===== config.mk =====
export PLATFORM = sky130hd
export DESIGN_NAME = branch_resolve_queue_flat
export DESIGN_NICKNAME = d
export VERILOG_FILES = /design/src/rtl/branch_resolve_queue_if.sv /design/src/rtl/branch_resolve_queue.sv /design/src/flat_wrapper.sv
export SDC_FILE = /design/constraint.sdc
export NUM_CORES = 1
export LEC_CHECK = 0
export CORE_MARGIN = 10
export CORE_UTILIZATION = 51
export CTS_BUF_LIST = sky130_fd_sc_hd__clkbuf_8
export CTS_CLUSTER_DIAMETER = 150
export CTS_CLUSTER_SIZE = 14
export DETAILED_ROUTE_END_ITERATION = 12
export PLACE_DENSITY = 0.74
export SETUP_SLACK_MARGIN = 0.5
export SYNTH_ARGS = -nofsm -noshare
export SYNTH_HDL_FRONTEND = slang
export SYNTH_SLANG_ARGS = --single-unit

===== constraint.sdc =====
create_clock -name clk -period 11.9 [get_ports clk]
set_clock_uncertainty 0.2 [all_clocks]
set_input_delay 2.38 -clock clk [delete_from_list [all_inputs] [get_ports clk]]
set_output_delay 2.38 -clock clk [all_outputs]
set_load 0.02 [all_outputs]

===== src/rtl/branch_resolve_queue_if.sv =====
// rtl/branch_resolve_queue_if.sv - predictor push, execute resolve and update/flush bundle
interface branch_resolve_queue_if #(
    parameter int DEPTH = 4,
    parameter int PC_W  = 32,
    parameter int SUM_W = 9
);
    localparam int CNT_W = $clog2(DEPTH) + 1;

    logic             push;
    logic [PC_W-1:0]  push_pc;
    logic [PC_W-1:0]  push_target;
    logic             push_pred;
    logic [SUM_W-1:0] push_sum;
    logic [1:0]       push_status;
    logic             full;
    logic             empty;
    logic [CNT_W-1:0] count;
    logic             resolve_valid;
    logic             resolve_taken;
    logic [PC_W-1:0]  resolve_target;
    logic             upd_valid;
    logic [PC_W-1:0]  upd_pc;
    logic             upd_taken;
    logic             upd_train;
    logic [1:0]       upd_status;
    logic [SUM_W-1:0] upd_sum;
    logic             flush;
    logic [PC_W-1:0]  redirect_pc;

    modport master (
        output push, push_pc, push_target, push_pred, push_sum, push_status,
        output resolve_valid, resolve_taken, resolve_target,
        input  full, empty, count,
        input  upd_valid, upd_pc, upd_taken, upd_train, upd_status, upd_sum,
        input  flush, redirect_pc
    );

    modport slave (
        input  push, push_pc, push_target, push_pred, push_sum, push_status,
        input  resolve_valid, resolve_taken, resolve_target,
        output full, empty, count,
        output upd_valid, upd_pc, upd_taken, upd_train, upd_status, upd_sum,
        output flush, redirect_pc
    );
endinterface


===== src/rtl/branch_resolve_queue.sv =====
// rtl/branch_resolve_queue.sv - in-order queue of predicted branches with resolve/train/flush
module branch_resolve_queue #(
    parameter int DEPTH = 4,
    parameter int PC_W  = 32,
    parameter int SUM_W = 9,
    parameter int THETA = 14
) (
    input  logic                   clk,
    input  logic                   rst,
    branch_resolve_queue_if.slave  bus
);
    localparam int AW  = $clog2(DEPTH);
    localparam int PW  = AW + 1;
    localparam int SW1 = SUM_W + 1;
    localparam logic [SUM_W:0] THETA_V = SW1'(THETA);

    logic [PW-1:0]    wr_ptr, rd_ptr;
    logic [PC_W-1:0]  pc_mem     [DEPTH];
    logic [PC_W-1:0]  target_mem [DEPTH];
    logic             pred_mem   [DEPTH];
    logic [SUM_W-1:0] sum_mem    [DEPTH];
    logic [1:0]       status_mem [DEPTH];

    logic [AW-1:0]    rd_idx, wr_idx;
    logic [PC_W-1:0]  h_pc, h_target, redirect_nxt;
    logic             h_pred;
    logic [SUM_W-1:0] h_sum;
    logic [1:0]       h_status;
    logic [SUM_W:0]   sum_ext, sum_abs;
    logic             pop, dir_mp, tgt_mp, mp, train, push_ok;

    assign rd_idx    = rd_ptr[AW-1:0];
    assign wr_idx    = wr_ptr[AW-1:0];
    assign bus.count = wr_ptr - rd_ptr;
    assign bus.empty = (wr_ptr == rd_ptr);
    assign bus.full  = (wr_ptr[AW] != rd_ptr[AW]) && (wr_idx == rd_idx);

    always_comb begin
        h_pc     = pc_mem[rd_idx];
        h_target = target_mem[rd_idx];
        h_pred   = pred_mem[rd_idx];
        h_sum    = sum_mem[rd_idx];
        h_status = status_mem[rd_idx];

        pop    = bus.resolve_valid && !bus.empty;
        dir_mp = (bus.resolve_taken != h_pred);
        tgt_mp = bus.resolve_taken && h_pred && (bus.resolve_target != h_target);
        mp     = pop && (dir_mp || tgt_mp);

        // One extra bit so that |most negative sum| is representable
        sum_ext = {h_sum[SUM_W-1], h_sum};
        sum_abs = sum_ext[SUM_W] ? (~sum_ext + SW1'(1)) : sum_ext;
        train   = dir_mp || (sum_abs <= THETA_V);

        redirect_nxt = bus.resolve_taken ? bus.resolve_target : (h_pc + PC_W'(4));

        // A mispredicting pop squashes the whole wrong path, including this cycle's push
        push_ok = bus.push && !mp && (!bus.full || pop);
    end

    always_ff @(posedge clk) begin
        if (push_ok) begin
            pc_mem[wr_idx]     <= bus.push_pc;
            target_mem[wr_idx] <= bus.push_target;
            pred_mem[wr_idx]   <= bus.push_pred;
            sum_mem[wr_idx]    <= bus.push_sum;
            status_mem[wr_idx] <= bus.push_status;
        end
    end

    always_ff @(posedge clk or negedge rst) begin
        if (!rst) begin
            wr_ptr          <= '0;
            rd_ptr          <= '0;
            bus.upd_valid   <= 1'b0;
            bus.upd_pc      <= '0;
            bus.upd_taken   <= 1'b0;
            bus.upd_train   <= 1'b0;
            bus.upd_status  <= '0;
            bus.upd_sum     <= '0;
            bus.flush       <= 1'b0;
            bus.redirect_pc <= '0;
        end else begin
            bus.upd_valid   <= pop;
            bus.flush       <= mp;
            bus.redirect_pc <= mp ? redirect_nxt : '0;
            if (pop) begin
                bus.upd_pc     <= h_pc;
                bus.upd_taken  <= bus.resolve_taken;
                bus.upd_train  <= train;
                bus.upd_status <= h_status;
                bus.upd_sum    <= h_sum;
            end
            if (mp) begin
                rd_ptr <= rd_ptr + PW'(1);
                wr_ptr <= rd_ptr + PW'(1);
            end else begin
                if (pop)
                    rd_ptr <= rd_ptr + PW'(1);
                if (push_ok)
                    wr_ptr <= wr_ptr + PW'(1);
            end
        end
    end
endmodule


===== src/flat_wrapper.sv =====
// flat-port wrapper written by rule: the top's interface ports become plain ports
module branch_resolve_queue_flat 
#(
    parameter int DEPTH = 4,
    parameter int PC_W  = 32,
    parameter int SUM_W = 9,
    parameter int THETA = 14
)
  (clk, rst, bus_push, bus_push_pc, bus_push_target, bus_push_pred, bus_push_sum, bus_push_status, bus_resolve_valid, bus_resolve_taken, bus_resolve_target, bus_full, bus_empty, bus_count, bus_upd_valid, bus_upd_pc, bus_upd_taken, bus_upd_train, bus_upd_status, bus_upd_sum, bus_flush, bus_redirect_pc);
  branch_resolve_queue_if #(.DEPTH(DEPTH), .PC_W(PC_W), .SUM_W(SUM_W)) bus_i ();
  input  logic clk;
  input  logic rst;
  input wire logic [$bits(bus_i.push)-1:0] bus_push;
  input wire logic [$bits(bus_i.push_pc)-1:0] bus_push_pc;
  input wire logic [$bits(bus_i.push_target)-1:0] bus_push_target;
  input wire logic [$bits(bus_i.push_pred)-1:0] bus_push_pred;
  input wire logic [$bits(bus_i.push_sum)-1:0] bus_push_sum;
  input wire logic [$bits(bus_i.push_status)-1:0] bus_push_status;
  input wire logic [$bits(bus_i.resolve_valid)-1:0] bus_resolve_valid;
  input wire logic [$bits(bus_i.resolve_taken)-1:0] bus_resolve_taken;
  input wire logic [$bits(bus_i.resolve_target)-1:0] bus_resolve_target;
  output wire logic [$bits(bus_i.full)-1:0] bus_full;
  output wire logic [$bits(bus_i.empty)-1:0] bus_empty;
  output wire logic [$bits(bus_i.count)-1:0] bus_count;
  output wire logic [$bits(bus_i.upd_valid)-1:0] bus_upd_valid;
  output wire logic [$bits(bus_i.upd_pc)-1:0] bus_upd_pc;
  output wire logic [$bits(bus_i.upd_taken)-1:0] bus_upd_taken;
  output wire logic [$bits(bus_i.upd_train)-1:0] bus_upd_train;
  output wire logic [$bits(bus_i.upd_status)-1:0] bus_upd_status;
  output wire logic [$bits(bus_i.upd_sum)-1:0] bus_upd_sum;
  output wire logic [$bits(bus_i.flush)-1:0] bus_flush;
  output wire logic [$bits(bus_i.redirect_pc)-1:0] bus_redirect_pc;
  assign bus_i.push = bus_push;
  assign bus_i.push_pc = bus_push_pc;
  assign bus_i.push_target = bus_push_target;
  assign bus_i.push_pred = bus_push_pred;
  assign bus_i.push_sum = bus_push_sum;
  assign bus_i.push_status = bus_push_status;
  assign bus_i.resolve_valid = bus_resolve_valid;
  assign bus_i.resolve_taken = bus_resolve_taken;
  assign bus_i.resolve_target = bus_resolve_target;
  assign bus_full = bus_i.full;
  assign bus_empty = bus_i.empty;
  assign bus_count = bus_i.count;
  assign bus_upd_valid = bus_i.upd_valid;
  assign bus_upd_pc = bus_i.upd_pc;
  assign bus_upd_taken = bus_i.upd_taken;
  assign bus_upd_train = bus_i.upd_train;
  assign bus_upd_status = bus_i.upd_status;
  assign bus_upd_sum = bus_i.upd_sum;
  assign bus_flush = bus_i.flush;
  assign bus_redirect_pc = bus_i.redirect_pc;
  branch_resolve_queue #(.DEPTH(DEPTH), .PC_W(PC_W), .SUM_W(SUM_W), .THETA(THETA)) u_core (.clk(clk), .rst(rst), .bus(bus_i));
endmodule

# Word-level counts from Yosys, hierarchy flattened
# Memory sizes are Yosys's and may differ from the RTL's. A register that Yosys moved wholly into a read port is not among the register bits.
# Cells that the tools add are included.
# word_totals
mem_count	5
inputBits	113
elab_cells	51
out_inout_bits	84
ram_bits	304
register_bits	83
# mem_list
memory	words	word_bits	read_ports	rd_ports_with_merged_regs	write_ports	line_no	source
u_core.pc_mem	4	32	1	0	1	branch_resolve_queue.sv:18	logic [PC_W-1:0] pc_mem [DEPTH];
u_core.target_mem	4	32	1	0	1	branch_resolve_queue.sv:19	logic [PC_W-1:0] target_mem [DEPTH];
u_core.sum_mem	4	9	1	0	1	branch_resolve_queue.sv:21	logic [SUM_W-1:0] sum_mem [DEPTH];
u_core.status_mem	4	2	1	1	1	branch_resolve_queue.sv:22	logic [1:0] status_mem [DEPTH];
u_core.pred_mem	4	1	1	0	1	branch_resolve_queue.sv:20	logic pred_mem [DEPTH];
# classes
bitwise	1
add_sub_neg	5
muxes	9
n_eq_ne	5
order_cmp	1
reduce_logical	16
# ops
operator	n
two-way mux 32 bit	2
adder 32 x 3 -> 32 bit, second input constant	1
inequality test 32 bit	1
two-way mux 3 bit	4
adder 10 x 1 -> 10 bit, second input constant	1
<= comparator 10 x 4 -> 1 bit, second input constant	1
two-way mux 10 bit	1
inverter 10 bit	1
logical AND 1 bit	7
adder 3 x 1 -> 3 bit, second input constant	2
logical NOT 1 bit	4
nonzero test 2 bit	2
equality test 3 bit	1
logical OR 1 bit	3
subtractor 3 bit	1
equality test 2 bit	1
two-way mux 1 bit	2
inequality test 1 bit	2

# Longest topological paths before layout
# Gate-level depths: netlist of run 1.
# An unclocked memory read counts as a cell.
# logic_depth
depth_word	10
mapped_depth	16
ltp_nobuf	9

# Worst setup path after synthesis of run 1
# No wires, ideal clock.
# synth_timing
path_type	input to register
startpoint	in bus_resolve_valid
endpoint	mem u_core.pc_mem[3][0], enable pin
cell_stages	7
n_path_buf	2
setup_ns	0.520
arrival_ns	6.863
t_required_ns	11.180
path_slack_ns	4.317
cell_sequence	nand2b_1 > clkbuf_1 > clkinv_1 > and2_1 > a31oi_2 > buf_6 > nor2b_1
# synth_via
elab_chain_len	7
word_cells_on_any_way	8
classes_between	2 x mux; 6 x reduce/logical
# synth_rtl
item	line_no	source
start, declared	flat_wrapper.sv:19	input wire logic [$bits(bus_i.resolve_valid)-1:0] bus_resolve_valid;
logical AND 1 bit *	branch_resolve_queue.sv:45	pop = bus.resolve_valid && !bus.empty;
logical AND 1 bit	branch_resolve_queue.sv:48	mp = pop && (dir_mp || tgt_mp);
logical NOT 1 bit	branch_resolve_queue.sv:58	push_ok = bus.push && !mp && (!bus.full || pop);
logical AND 1 bit	branch_resolve_queue.sv:58	
logical AND 1 bit *	branch_resolve_queue.sv:58	
two-way mux 1 bit *	branch_resolve_queue.sv:62	if (push_ok) begin
two-way mux 1 bit (implied by the code) *	branch_resolve_queue.sv:63	pc_mem[wr_idx] <= bus.push_pc;
end, declared	branch_resolve_queue.sv:18	
# Every way passes the cells marked *; elsewhere a longest branch is shown, timed or not.

# Final worst setup path of run 1
# layout_timing
startpoint	in bus_resolve_valid
endpoint	mem u_core.target_mem[3][7], enable pin
# layout_via
elab_chain_len	7
word_cells_on_any_way	8
classes_between	2 x mux; 6 x reduce/logical
# layout_rtl
item	line_no	source
logical AND 1 bit *	branch_resolve_queue.sv:45	
logical AND 1 bit	branch_resolve_queue.sv:48	
logical NOT 1 bit	branch_resolve_queue.sv:58	
logical AND 1 bit	branch_resolve_queue.sv:58	
logical AND 1 bit *	branch_resolve_queue.sv:58	
two-way mux 1 bit *	branch_resolve_queue.sv:62	
two-way mux 1 bit (implied by the code) *	branch_resolve_queue.sv:64	target_mem[wr_idx] <= bus.push_target;
end, declared	branch_resolve_queue.sv:19	
# Marks and branches as above.

==> run_results.csv, run 1 <==
group,metric,value,unit
run_status,status,"complete, no violations",
sta,period_share,53.0,%
clock_tree,path_clk_slew,0.09,ns
placement,dpl-instance-area,0.0178,sq mm
die,start_util,52.1,%
flow_run,drv_cap,0,
clock_tree,tritoncts,"built",
die,die_area,0.0378,sq mm
pwr,vdd_drop_max,151,uV
final_layout,layout_commonest_cell,"edfxtp_1",
clock_tree,max-clock-path-buffers,3,
final_layout,fin_area,0.0184,sq mm
clock_tree,cts_root_buffer,"clkbuf_8",
sta,setup_tns,0,ns
hold_path,whs_endpoint,"u_core.bus.upd_sum[2]",
die,die_w,194,um
critical_path,critPathKind,"input pin to flip-flop",
pwr,p_leak,6.52,nW
critical_path,cp_max_fo,58,
grt,grt_pass1_vias,8745,
synth,synth_xor_area_share,3.78,%
synth,postSynthCellCount,889,
clock_tree,post_cts_buffers,0,
sta,finalSetupViolations,0,
critical_path,startpoint_type,"input pin",
drt,wl_per_cell,24.1,um
clock_tree,postCtsHoldBufs,0,
critical_path,end_kind,"flip-flop",
sta,max_freq,158,MHz
die,rows,63,
synth,avgSynthCellArea,17.5,sq um
drt,vias_per_cell,5.60,
synth,synthAdderAreaFrac,0.935,%
hold_path,hold_start,"u_core.bus.upd_sum[2]",
synth,synth_top_family_by_area,"multiplexers",
synth,synthMuxAreaShare,11.8,%
hold_path,hold_class,"flip-flop to flip-flop",
grt,grt_overflow,0,
critical_path,crit_arrival,6.34,ns
grt,grt.total_usage,18.7,%
critical_path,crit_required,11.93,ns
die,io_pins,197,
sta,worstMarginPinSlew,1.12,ns
drt,drt_iter0_drc,662,
drt,route.vias.total,8442,
drt,wirelength,36400,um
sta,period_needed,6.31,ns
synth,synth.distinct_cells,46,
placement,portBuffers,196,
die,core-area,0.0298,sq mm
clock_tree,clkSinkCount,389,
critical_path,reg2reg_to,"u_core.target_mem[3][7]",
final_layout,fin_nets,1215,
sta,maxSlewHeadroom,24.9,%
synth,synth-compound-area-share,2.18,%
grt,grt_pass1_wl,54600,um
drt,first_pass_iters,7,
final_layout,layout-drive-gt1-share,10.9,%
clock_tree,clock_latency,0.61,ns
synth,ys.flop_type,"edfxtp_1",
synth,synth-simple-area-share,6.70,%
drt,drc,0,
die,dieHeight,194,um
critical_path,r2r-start,"u_core.rd_ptr[0]",
clock_tree,ctsResizeCount,0,
final_layout,synthToLayoutAreaGrowth,18.3,%
placement,dp_hpwl,24900,um
synth,ys_warn_count,0,
placement,place_congestion,0.786,
synth,synth_area,0.0155,sq mm
synth,ys_ff_latch,389,
critical_path,rrSetupSlack,6.30,ns
sta,timing.final.max_slew_violations,0,
synth,synth_edf_count,304,
final_layout,fillers,2181,
critical_path,reg2reg_depth,9,
synth,async_reset_ff_share,21.9,%
final_layout,fin_util,61.6,%
drt,postRouteAntennaNets,0,
synth,yosysSeqAreaShare,72.5,%
final_layout,final_cell_mix,"edfxtp_1, clkdlybuf4s50_1, nand2_1",
clock_tree,htree_num_levels,1,
synth,syn_nets,1013,
hold_path,hold_depth,2,
pwr,power_density,243,mW/mm^2
clock_tree,cts_made_buffers,31,
grt,antenna_found_initial,4,
sta,rsz0062_at_grt,"false",
sta,final-hold-violation-count,0,
grt,grt_start_max_net_pins,59,
-- per-stage QoR --
step           power (mW)  instances  setup WS, ns  hold slack (ns)
2_1_floorplan        3.17        889          4.32            0.302
3_3_place_gp         3.83       1448          5.02            0.260
3_5_place_dp         3.86       1448          4.92            0.265
4_1_cts              4.51       1505          5.58            0.289
5_1_grt              4.70       1506          5.26            0.311
6_report             4.46       1508          5.59            0.287
-- cell type report --
type | instances | area, sq um | share of cell area, %
multi-input combinational | 448 | 3980 | 21.7
inverter | 14 | 52.6 | 0.286
antenna | 3 | 7.51 | 0.0409
clock buffer | 31 | 427 | 2.32
clock inverter | 26 | 98.8 | 0.538
timing repair buffer | 207 | 2040 | 11.1
tap | 390 | 488 | 2.66
sequential | 389 | 11300 | 61.4
-- worst max-delay path: stages --
cell and delay [ns]:
clkdlybuf4s50_1 0.44, nand2b_2 0.07, buf_4 0.47, clkinv_1 0.69, buf_4 0.45, a31oi_4 0.34, nor2b_4 0.61, buf_4 0.76
-- synthesized netlist by cell type (all sizes together), types with 6 or more instances --
library cell  number  area, sq um
xor2              18          158
and3               7         43.8
a21oi             13         65.1
dfrtp             85         2130
buf               26          216
mux4              75         1760
nor2              51          191
ha                10          125
xnor2             49          429
nand3              6         30.0
a211oi            19          168
edfxtp           304         9130
inv               13         48.8
nand4             12         75.1
nand2            142          533
o21ai             13         65.1
clkbuf            12         45.0
-- metal layers --
| metal | up-vias | GRT usage [%] | wire, um |
|---|---|---|---|
| li1 | 3762 | - | - |
| met2 | 305 | 30.6 | 17800 |
| met1 | 4332 | 24.7 | 14800 |
| met3 | 41 | 4.78 | 2960 |
| met4 | 2 | 4.37 | 791 |
| met5 | - | 0 | 13 |
-- power breakdown --
part / internal (mW) / total, mW / switching [mW]
clock: 0.243 / 0.653 / 0.411
sequential: 1.84 / 2.00 / 0.157
combinational: 0.785 / 1.81 / 1.02
total: 2.87 / 4.46 / 1.59
-- cell families (layout without fill, tap and decap cells) --
logic type               after synthesis  count (layout)
flip-flops                           389             389
AND/OR/NAND/NOR                      239             239
multiplexers                          82              82
XOR/XNOR                              67              67
buffers and inverters                 52             278
AO/OA/AOI/OAI                         49              49
adder cells (fa/ha/maj)               11              11
other                                  0               3
-- registers in the layout (all words and copies together) (netlist names) --
register                cells
u_core.pc_mem             128
u_core.target_mem         128
u_core.sum_mem             36
u_core.bus.redirect_pc     32
u_core.bus.upd_pc          32
u_core.bus.upd_sum          9
u_core.status_mem           8
u_core.pred_mem             4
u_core.rd_ptr               3
u_core.wr_ptr               3
u_core.bus.upd_status       2
u_core.bus.flush            1
u_core.bus.upd_taken        1
u_core.bus.upd_train        1
u_core.bus.upd_valid        1
-- how the worst max path moves through the flow --
stage	from	endpoint	slack (ns)	cells past startpoint
floorplan	bus_resolve_valid	u_core.pc_mem[3][0]	4.32	7
global placement	bus_resolve_valid	u_core.target_mem[3][12]	5.02	8
detailed placement	bus_resolve_valid	u_core.target_mem[3][12]	4.92	8
CTS	bus_resolve_valid	u_core.target_mem[3][22]	5.58	8
global route	bus_resolve_valid	u_core.target_mem[3][7]	5.26	8
finish	bus_resolve_valid	u_core.target_mem[3][7]	5.59	8
(Power assumes the default switching activity.)
==> run 2: changes to the inputs <==
--- a/config.mk
+++ b/config.mk
@@ -11,7 +11,7 @@
 export CTS_CLUSTER_DIAMETER = 150
 export CTS_CLUSTER_SIZE = 14
 export DETAILED_ROUTE_END_ITERATION = 12
-export PLACE_DENSITY = 0.74
+export PLACE_DENSITY = 0.77
 export SETUP_SLACK_MARGIN = 0.5
 export SYNTH_ARGS = -nofsm -noshare
 export SYNTH_HDL_FRONTEND = slang
==> constraint.sdc (replaced) <==
create_clock -name clk -period 5.3 [get_ports clk]
set_clock_uncertainty 0.2 [all_clocks]
set_input_delay 1.06 -clock clk [delete_from_list [all_inputs] [get_ports clk]]
set_output_delay 1.06 -clock clk [all_outputs]
set_load 0.02 [all_outputs]
==> run_results.csv, run 2 (synthesized netlist as in run 1, its figures left out) <==
group,metric,value,unit
final_layout,top_regs,"u_core.pc_mem: 128 flops, u_core.target_mem: 128 flops, u_core.sum_mem: 36 flops",
critical_path,critPathKind,"flip-flop to flip-flop",
run_status,status,"complete, no violations",
pwr,p_leak,6.59,nW
clock_tree,postCtsHoldBufs,0,
drt,drc,0,
drt,first_pass_iters,5,
clock_tree,htree_num_levels,1,
critical_path,reg2reg_to,"u_core.target_mem[0][5]",
die,die_w,194,um
critical_path,reg2reg_depth,8,
sta,maxSlewHeadroom,36.3,%
drt,postRouteAntennaNets,0,
die,core-area,0.0298,sq mm
die,io_pins,197,
clock_tree,clock_latency,0.61,ns
pwr,vdd_drop_max,291,uV
drt,route.vias.total,8602,
final_layout,fillers,2174,
placement,portBuffers,196,
drt,drt_iter0_drc,787,
clock_tree,path_clk_slew,0.10,ns
clock_tree,cts_made_buffers,31,
sta,max_freq,226,MHz
critical_path,startpoint_type,"flip-flop",
sta,timing.final.max_slew_violations,0,
grt,grt_pass1_vias,8884,
critical_path,startpoint,"u_core.rd_ptr[0]",
clock_tree,post_cts_buffers,0,
grt,grt.total_usage,19.4,%
final_layout,fin_nets,1227,
final_layout,layout-drive-gt1-share,11.9,%
sta,rsz0062_at_grt,"false",
final_layout,final_cell_mix,"edfxtp_1, clkdlybuf4s50_1, nand2_1",
pwr,power_density,550,mW/mm^2
critical_path,cp-endpoint,"u_core.target_mem[0][5]",
critical_path,crit_arrival,4.52,ns
critical_path,crit_top_cell,"nand4_1",
final_layout,synthToLayoutAreaGrowth,19.1,%
sta,worstMarginPinSlew,0.955,ns
sta,period_share,83.3,%
critical_path,r2r-start,"u_core.rd_ptr[0]",
clock_tree,tritoncts,"built",
die,rows,63,
sta,whs,0.243,ns
critical_path,end_kind,"flip-flop",
critical_path,cp_cell_sequence,"mux4_2 -> xnor2_1 -> nand4_1 -> nor4_1 -> nand4_1 -> a31oi_4 -> and3_4 -> buf_4",
critical_path,crit_required,5.41,ns
placement,dp_hpwl,26700,um
critical_path,cp_max_fo,31,
sta,final-hold-violation-count,0,
grt,antenna_found_initial,5,
flow_run,drv_cap,0,
placement,place_congestion,0.829,
sta,finalSetupViolations,0,
hold_path,hold_class,"input pin to async pin",
sta,period_needed,4.42,ns
clock_tree,ctsResizeCount,0,
critical_path,rrSetupSlack,0.88,ns
sta,setup_tns,0,ns
clock_tree,max-clock-path-buffers,3,
clock_tree,cts_root_buffer,"clkbuf_8",
grt,grt_pass1_wl,56500,um
grt,grt_overflow,0,
drt,wl_per_cell,24.9,um
drt,vias_per_cell,5.66,
die,dieHeight,194,um
die,start_util,52.1,%
clock_tree,clkSinkCount,389,
grt,grt_start_max_net_pins,55,
drt,wirelength,37800,um
critical_path,slowest_delay,0.82,ns
critical_path,cp_slowest_cell,"dfrtp_4",
final_layout,layout_commonest_cell,"edfxtp_1",
die,die_area,0.0378,sq mm
==> run 2: changes by cell type in the layout (fill, tap and decap cells not counted), sizes merged <==
cell,before,now
buf,12,24
diode,3,2
==> run 2: area by class of cell <==
cell class	count	area (sq um)	area share (%)
Timing Repair Buffer	219	2170	11.7
Sequential cell	389	11300	60.9
Clock buffer	31	427	2.31
Inverter	14	52.6	0.284
Antenna cell	2	5.00	0.0271
Tap cell	390	488	2.64
Clock inverter	26	98.8	0.535
Multi-Input combinational cell	448	3980	21.5
==> run 2: metal layers <==
metal	global-route usage, %	up-vias	part of all wire [%]
met4	5.59	6	2.6
met5	0	-	0.14
li1	-	3792	-
met1	26.4	4390	41
met2	30.7	353	48
met3	4.47	61	7.4
==> run 2: critical path, delay by kind of cell, from the launching register on <==
kind / cells / cell delay, ns
compound gates: 1 / 0.38
mux: 1 / 0.60
buf+inv: 1 / 0.30
flops: 1 / 0.82
xor+xnor: 1 / 0.28
simple gates: 4 / 1.47
==> run 2: report_power, final <==
part / switching (mW) / total, mW / internal, mW
Sequential: 0.382 / 4.51 / 4.13
Combinational: 2.35 / 4.17 / 1.82
Clock: 0.946 / 1.49 / 0.546
Total: 3.67 / 10.2 / 6.50
==> run 2: stage by stage <==
| step | area [sq um] | total power [mW] | cells | setup slack (ns) | util (%) |
|---|---|---|---|---|---|
| final | 18500 | 10.2 | 1519 | 0.883 | 62.0 |
| after global routing | 18500 | 10.7 | 1518 | 0.648 | 62.0 |
| after CTS | 18500 | 10.3 | 1517 | 0.787 | 62.0 |
| after detailed placement | 18000 | 8.79 | 1460 | 0.648 | 60.3 |
| after global placement | 18000 | 8.70 | 1460 | 0.831 | 60.3 |
| after floorplan | 15500 | 7.11 | 889 | 0.523 | - |
==> run 2: how the worst min path moves through the flow <==
stage / endpoint / slack, ns
floorplan: u_core.rd_ptr[2] / 0.30
global placement: u_core.bus.upd_pc[30] / 0.26
detailed placement: u_core.bus.upd_status[0] / 0.26
CTS: u_core.bus.upd_sum[0] / 0.24
global route: u_core.bus.upd_sum[0] / 0.27
finish: u_core.bus.upd_sum[0] / 0.24
